===== src/rtl/dcache_wb_reader.sv =====
// Writeback reader for the 4-way data-cache RAM: steps a victim line's word offsets,
// selects the captured way and streams the words to memory over a valid/ready port.
module dcache_wb_reader #(
  parameter int DW      = 32,
  parameter int INDEX_W = 7,
  parameter int WO_W    = 3,
  parameter int TAG_W   = 20
) (
  input  logic                            clk,
  input  logic                            rst,
  input  logic                            wb_req,
  input  logic [TAG_W-1:0]                wb_tag,
  input  logic [INDEX_W-1:0]              wb_index,
  input  logic [1:0]                      wb_way,
  output logic                            wb_ack,
  output logic                            wb_busy,
  output logic                            wb_done,
  output logic [INDEX_W-1:0]              ram_index,
  output logic [WO_W-1:0]                 ram_offset,
  output logic                            ram_en,
  output logic                            ram_we,
  input  logic [DW-1:0]                   ram_dout0,
  input  logic [DW-1:0]                   ram_dout1,
  input  logic [DW-1:0]                   ram_dout2,
  input  logic [DW-1:0]                   ram_dout3,
  output logic                            mem_valid,
  input  logic                            mem_ready,
  output logic [TAG_W+INDEX_W+WO_W+1:0]   mem_addr,
  output logic [DW-1:0]                   mem_data,
  output logic                            mem_last
);

  typedef enum logic [1:0] {S_IDLE, S_LOAD, S_SEND, S_DONE} state_t;

  state_t             r_state, w_state_next;
  logic [WO_W-1:0]    r_cnt, w_cnt_next;
  logic [TAG_W-1:0]   r_tag, w_tag_next;
  logic [INDEX_W-1:0] r_index, w_index_next;
  logic [1:0]         r_way, w_way_next;
  logic [DW-1:0]      r_mem_data, w_mem_data_next;
  logic [DW-1:0]      w_sel;
  logic               w_last;
  logic               w_hs;

  assign w_last = (r_cnt == {WO_W{1'b1}});
  assign w_hs   = (r_state == S_SEND) && mem_ready;

  // Way mux driven only by the captured way, never by the live request port.
  always_comb begin
    w_sel = ram_dout0;
    case (r_way)
      2'd0: w_sel = ram_dout0;
      2'd1: w_sel = ram_dout1;
      2'd2: w_sel = ram_dout2;
      2'd3: w_sel = ram_dout3;
      default: w_sel = ram_dout0;
    endcase
  end

  // Look one word ahead on a non-final handshake so the next word is ready with no bubble.
  always_comb begin
    ram_offset = r_cnt;
    if (w_hs && !w_last) ram_offset = r_cnt + 1'b1;
  end

  always_comb begin
    w_state_next    = r_state;
    w_cnt_next      = r_cnt;
    w_tag_next      = r_tag;
    w_index_next    = r_index;
    w_way_next      = r_way;
    w_mem_data_next = r_mem_data;
    case (r_state)
      S_IDLE: begin
        if (wb_req) begin
          w_tag_next   = wb_tag;
          w_index_next = wb_index;
          w_way_next   = wb_way;
          w_cnt_next   = '0;
          w_state_next = S_LOAD;
        end
      end
      S_LOAD: begin
        w_mem_data_next = w_sel;
        w_state_next    = S_SEND;
      end
      S_SEND: begin
        if (mem_ready) begin
          if (w_last) begin
            w_state_next = S_DONE;
          end else begin
            w_mem_data_next = w_sel;
            w_cnt_next      = r_cnt + 1'b1;
          end
        end
      end
      S_DONE: w_state_next = S_IDLE;
      default: w_state_next = S_IDLE;
    endcase
  end

  always_ff @(posedge clk or posedge rst) begin
    if (rst) begin
      r_state    <= S_IDLE;
      r_cnt      <= '0;
      r_tag      <= '0;
      r_index    <= '0;
      r_way      <= '0;
      r_mem_data <= '0;
    end else begin
      r_state    <= w_state_next;
      r_cnt      <= w_cnt_next;
      r_tag      <= w_tag_next;
      r_index    <= w_index_next;
      r_way      <= w_way_next;
      r_mem_data <= w_mem_data_next;
    end
  end

  assign wb_ack    = (r_state == S_IDLE) && wb_req && !rst;
  assign wb_busy   = (r_state != S_IDLE);
  assign wb_done   = (r_state == S_DONE);
  assign ram_index = r_index;
  assign ram_en    = (r_state != S_IDLE);
  assign ram_we    = 1'b0;
  assign mem_valid = (r_state == S_SEND);
  assign mem_addr  = {r_tag, r_index, r_cnt, 2'b00};
  assign mem_data  = r_mem_data;
  assign mem_last  = (r_state == S_SEND) && w_last;

endmodule


===== config.mk =====
export PLATFORM = sky130hd
export DESIGN_NAME = dcache_wb_reader
export DESIGN_NICKNAME = d
export VERILOG_FILES = /design/src/rtl/dcache_wb_reader.sv
export SDC_FILE = /design/constraint.sdc
export NUM_CORES = 1
export LEC_CHECK = 0
export BUFFER_PORTS_ARGS = -buffer_cell sky130_fd_sc_hd__buf_2
export CAP_MARGIN = 20
export CORE_ASPECT_RATIO = 0.5
export CORE_UTILIZATION = 40
export DETAILED_ROUTE_END_ITERATION = 8
export PLACE_DENSITY = 0.82
export SLEW_MARGIN = 10
export SYNTH_ARGS = -nofsm -noshare
export SYNTH_HDL_FRONTEND = slang
export SYNTH_SLANG_ARGS = --single-unit

===== constraint.sdc =====
create_clock -name clk -period 2.65 [get_ports clk]
set_input_delay 0.265 -clock clk [delete_from_list [all_inputs] [get_ports clk]]
set_output_delay 0.265 -clock clk [all_outputs]
set_load 0.05 [all_outputs]

* After elaboration in Yosys (flattened, before gate mapping)
Cells that the tools add are included.
** Cells by class
- Equal/unequal tests :: 11
- Add/subtract/negate cells :: 1
- Mux-type cells :: 13
- Reductions and logical operators :: 16
** Operators with widths (count)
- $pmux W32 S4 :: 1
- $mux W32 :: 2
- $pmux W32 S2 :: 1
- $mux W3 :: 4
- $eq A2 B2 Y1 const B :: 4
- $pmux W2 S4 :: 1
- $mux W2 :: 3
- $pmux W3 S2 :: 1
- $reduce_and A3 Y1 :: 2
- $reduce_bool A2 Y1 :: 3
- $logic_and A1 B1 Y1 :: 5
- $eq A2 B1 Y1 const B :: 2
- $logic_not A2 Y1 :: 2
- $ne A2 B1 Y1 const B :: 2
- $ne A2 B2 Y1 const B :: 2
- $reduce_and A4 Y1 :: 1
- $add A3 B1 Y3 const B :: 1
- $eq A3 B3 Y1 const B :: 1
- $logic_not A1 Y1 :: 2
- $reduce_and A2 Y1 :: 1
** Storage, ports and cells
- Input port bits :: 161
- Register bits after elaboration :: 66
- Output and inout port bits :: 81
- Word-level logic and storage cells :: 47

* Logic depth before layout (Yosys ltp)
- Depth after elaboration :: 5
- Mapped depth :: 6
- Gate-level depth less buffers :: 5

* Least setup slack after synthesis
Ideal clock, no wire load.
- Path type :: reg-to-output
- Start point :: register r_cnt[0]
- End point :: output port ram_offset[0]
- Required time :: 2385 ps
- Arrival time :: 2228 ps
- Path slack :: 157 ps
- Path buffers :: 0
- Stages on the path, launching flop included :: 6
- Path through :: dfrtp_1 -> ha_1 -> ha_1 -> nor2b_1 -> nand2_1 -> xnor2_1
** Between the ends
- Longest elaborated chain between the ends :: 4
- Elaborated cells between the ends (all ways) :: 5
- Classes of those cells :: add/sub: 1; eq/ne: 1; mux: 1; reduce/logical: 2
** RTL lines
- from (decl) :: line 36 : logic [WO_W-1:0] r_cnt, w_cnt_next;
- from (signal assigned) :: line 112 : r_cnt <= w_cnt_next;
- branches (longest 3 deep; another with $add A3 B1 Y3)
- $mux W3 * :: line 63 : if (w_hs && !w_last) ram_offset = r_cnt + 1'b1;
- to (decl) :: line 19 : output logic [WO_W-1:0] ram_offset,
Every way passes the cells marked *.

* Final worst setup path
- Start point :: register r_cnt[0]
- End point :: output port ram_offset[2]
Same word-level chain as after synthesis.

==> PnR_summary.wiki <==
{| class="wikitable"
! Metric !! Value
|-
| Routed via count || approximately 2800
|-
| Power, Total || 7.94 mW
|-
| Result of the run || complete, no violations
|-
| Placement row count || 23
|-
| Worst clock skew || 0.00529 ns
|-
| Max_cap viols || 0
|-
| Most common library cell in the layout ignoring fill and taps || buf_2
|-
| Effective utilization at floorplan || 42.8%
|-
| Number of max-slew violations in the final report || 0
|-
| Full die area || between 9000 and 10000 um2
|-
| Post-synthesis area per instance || about 16 um2
|-
| Sequential cell area || 1650 um2
|-
| Post-CTS sizing || 0
|-
| Number of antenna-violating nets in the routed design || 0
|-
| Hold buffers post-CTS || 1
|-
| GRT Residual Overflow || 0
|-
| Highest Clock Rate || approximately 0.42 GHz
|-
| Core occupancy in the finished layout || 61.4%
|-
| First-pass GRT wire length || roughly 13000 um
|-
| Static leakage || 2.54 nW
|-
| IO Pins || 242
|-
| Largest net degree at the start of global routing || 47
|-
| Count of unique library cells instantiated by Yosys || 20
|-
| Max-slew headroom || 56.6%
|-
| Cells after synthesis || 223
|-
| Worst Setup SP || r_cnt[0]$_DFFE_PP0P_
|-
| Worst-case hold slack || 0.169 ns
|-
| Number of port buffers || 238
|-
| Fin nets || 625
|-
| Worst endpoint data arrival time || between 2 and 2.5 ns
|-
| Peak supply drop || 0.578 mV
|-
| Post-route setup TNS || 0 ns
|-
| Top library cells by usage in the layout, fill and taps aside || buf_2 (238), mux2_2 (65), dfrtp_1 (65)
|-
| Total of flip-flops plus latches after synthesis || 66
|-
| Clock-pin slew reported for the worst setup and hold paths after clock tree synthesis || 0.05 ns
|-
| Count of filler cells inserted in the layout || 678
|-
| Die outline height || between 60 and 70 um
|-
| Die Width || 135 um
|-
| Antenna Cells || 0
|-
| Detailed placement HPWL || about 7400 um
|-
| Worst min-delay path startpoint || wb_index[1]
|-
| Unrepaired setup endpoints after global routing || no
|-
| Post-route fraction of the period consumed by the critical path || 89.3%
|-
| Tmin final || 2.37 ns
|-
| Clock sink count || 66
|-
| Detail-routed via count per cell || 4.92
|-
| Fraction of layout instances using a drive strength above 1 || around 78%
|-
| Layout-stage area growth over the synthesis result || 43.5%
|-
| Power density over the cells || 1560 nW/um2
|-
| YS warnings || 0
|-
| Routed Wire Length || 9210 um
|-
| Nature of the critical path startpoint || flop
|-
| Clock latency at the later pin of the worst-skew pair || around 0.32 ns
|-
| Reg-to-reg critical path startpoint || r_state[0]$_DFFE_PP0P_
|-
| Multi-input logic area || 1700 um2
|-
| Post-route DRC violation count || 0
|-
| Root buf cell || clkbuf_16
|-
| Initial antenna violation count || 0
|-
| Number of buffers added for setup after CTS || 0
|-
| Pin slew with the least headroom to its limit || 0.651 ns
|-
| Crit. End Element || output pin
|-
| Total global routing track utilization || 19.5%
|-
| CTS buffer count || 9
|-
| Violation count after the first detailed-route iteration || 86
|-
| Number of global-route vias before repair || 2810
|-
| Area of the mapped netlist || 3540 um2
|-
| Final Hold Violating Endpoints || 0
|-
| Sequential area share after synthesis || 46.6%
|-
| Core Box Area || ~8300 um2
|-
| Worst min path class || in -> reg
|-
| Final setup fails || 0
|-
| Maximum level of the CTS H-tree || 3
|-
| Final estimated routing congestion in global placement || 0.768
|-
| Clock tree from TritonCTS || yes
|-
| First-pass iteration count of the detailed router || 4
|-
| Worst endpoint required time || 2.38 ns
|-
| Critical path fanouts, max || 5
|-
| Routed length per instance || between 15 and 20 um
|-
| Clk buf depth || 2
|-
| Critical path class || reg -> out
|}
flip-flops by register name (all words and copies together), names as in the netlist:
signal	flops
mem_data	32
r_tag	20
ram_index	7
r_cnt	3
r_state	2
r_way	2
worst max-delay path, stage by stage, from the launching register on:
cell     delay, ns
dfrtp_1       0.43
ha_1          0.23
ha_1          0.21
nor2b_1       0.25
nand2_1       0.16
mux2_2        0.29
buf_2         0.21
synth_stat cells, drive strengths merged:
| master | n | area (um2) |
|---|---|---|
| a21oi | 1 | 5.00 |
| nor2b | 2 | 12.5 |
| nand2b | 1 | 6.26 |
| nor2 | 2 | 7.51 |
| mux4 | 32 | 721 |
| and2 | 1 | 6.26 |
| buf | 22 | 170 |
| mux2i | 5 | 53.8 |
| inv | 6 | 22.5 |
| nand2 | 5 | 18.8 |
| mux2 | 65 | 732 |
| clkbuf | 4 | 15.0 |
| ha | 8 | 100 |
| dfrtp | 66 | 1650 |
| a2bb2oi | 1 | 8.76 |
| xnor2 | 1 | 8.76 |
| conb | 1 | 3.75 |
metrics by stage:
| step | cell area (um2) | std cells | setup slack (ns) |
|---|---|---|---|
| 6_report | 5080 | 573 | 0.284 |
| 5_1_grt | 5080 | 573 | 0.173 |
| 4_1_cts | 5080 | 573 | 0.268 |
| 3_5_place_dp | 4780 | 556 | 0.638 |
| 3_3_place_gp | 4780 | 556 | 0.667 |
| 2_1_floorplan | 3550 | 225 | 0.157 |
logic make-up after synthesis:
logic type                 count (synthesis)  synth area share [%]
muxes                                    102                  42.5
DFF                                       66                  46.6
buffers and inverters                     32                  5.86
and+or+nand+nor                           11                  1.45
adders and majority gates                  8                  2.82
AOI/OAI and AO/OA                          2                 0.388
other                                      1                 0.106
xor gates and xnor gates                   1                 0.247
metal layers:
| layer | share of wire (%) | vias to the layer above | GRT usage [%] |
|---|---|---|---|
| li1 | - | 1289 | - |
| met1 | 37 | 1444 | 21.9 |
| met2 | 59 | 74 | 37.8 |
| met3 | 2.6 | 14 | 3.80 |
| met4 | 1.3 | 0 | 7.44 |
| met5 | 0 | - | 0 |
area by class of cell:
cell class,instances,share of cell area [%]
clock buffers,13,4.92
clock inverters,3,0.787
well taps,112,2.76
repair buffers,246,25.1
multi-input cells,127,33.4
flip-flops and latches,66,32.5
inverters,6,0.443
where the power goes:
group | internal (mW) | total, mW | switching (mW) | leakage, nW
logic | 1.74 | 4.87 | 3.13 | 1.62
clock network | 0.751 | 1.16 | 0.410 | 0.144
registers | 1.54 | 1.91 | 0.369 | 0.779
worst paths after layout:
path | cells past startpoint | endpoint | slack (ns)
hold reg to reg | 1 | mem_data[1]$_DFFE_PP0P_ | 0.50
hold / removal | 2 | ram_index[1]$_DFFE_PP0P_ | 0.17
max in group asynchronous | 4 | ram_index[4]$_DFFE_PP0P_ | 1.52
setup reg to reg | 5 | mem_data[22]$_DFFE_PP0P_ | 0.68
setup / recovery | 6 | ram_offset[2] | 0.28
min in group asynchronous | 3 | ram_index[0]$_DFFE_PP0P_ | 0.52
(Power assumes the default switching activity.)
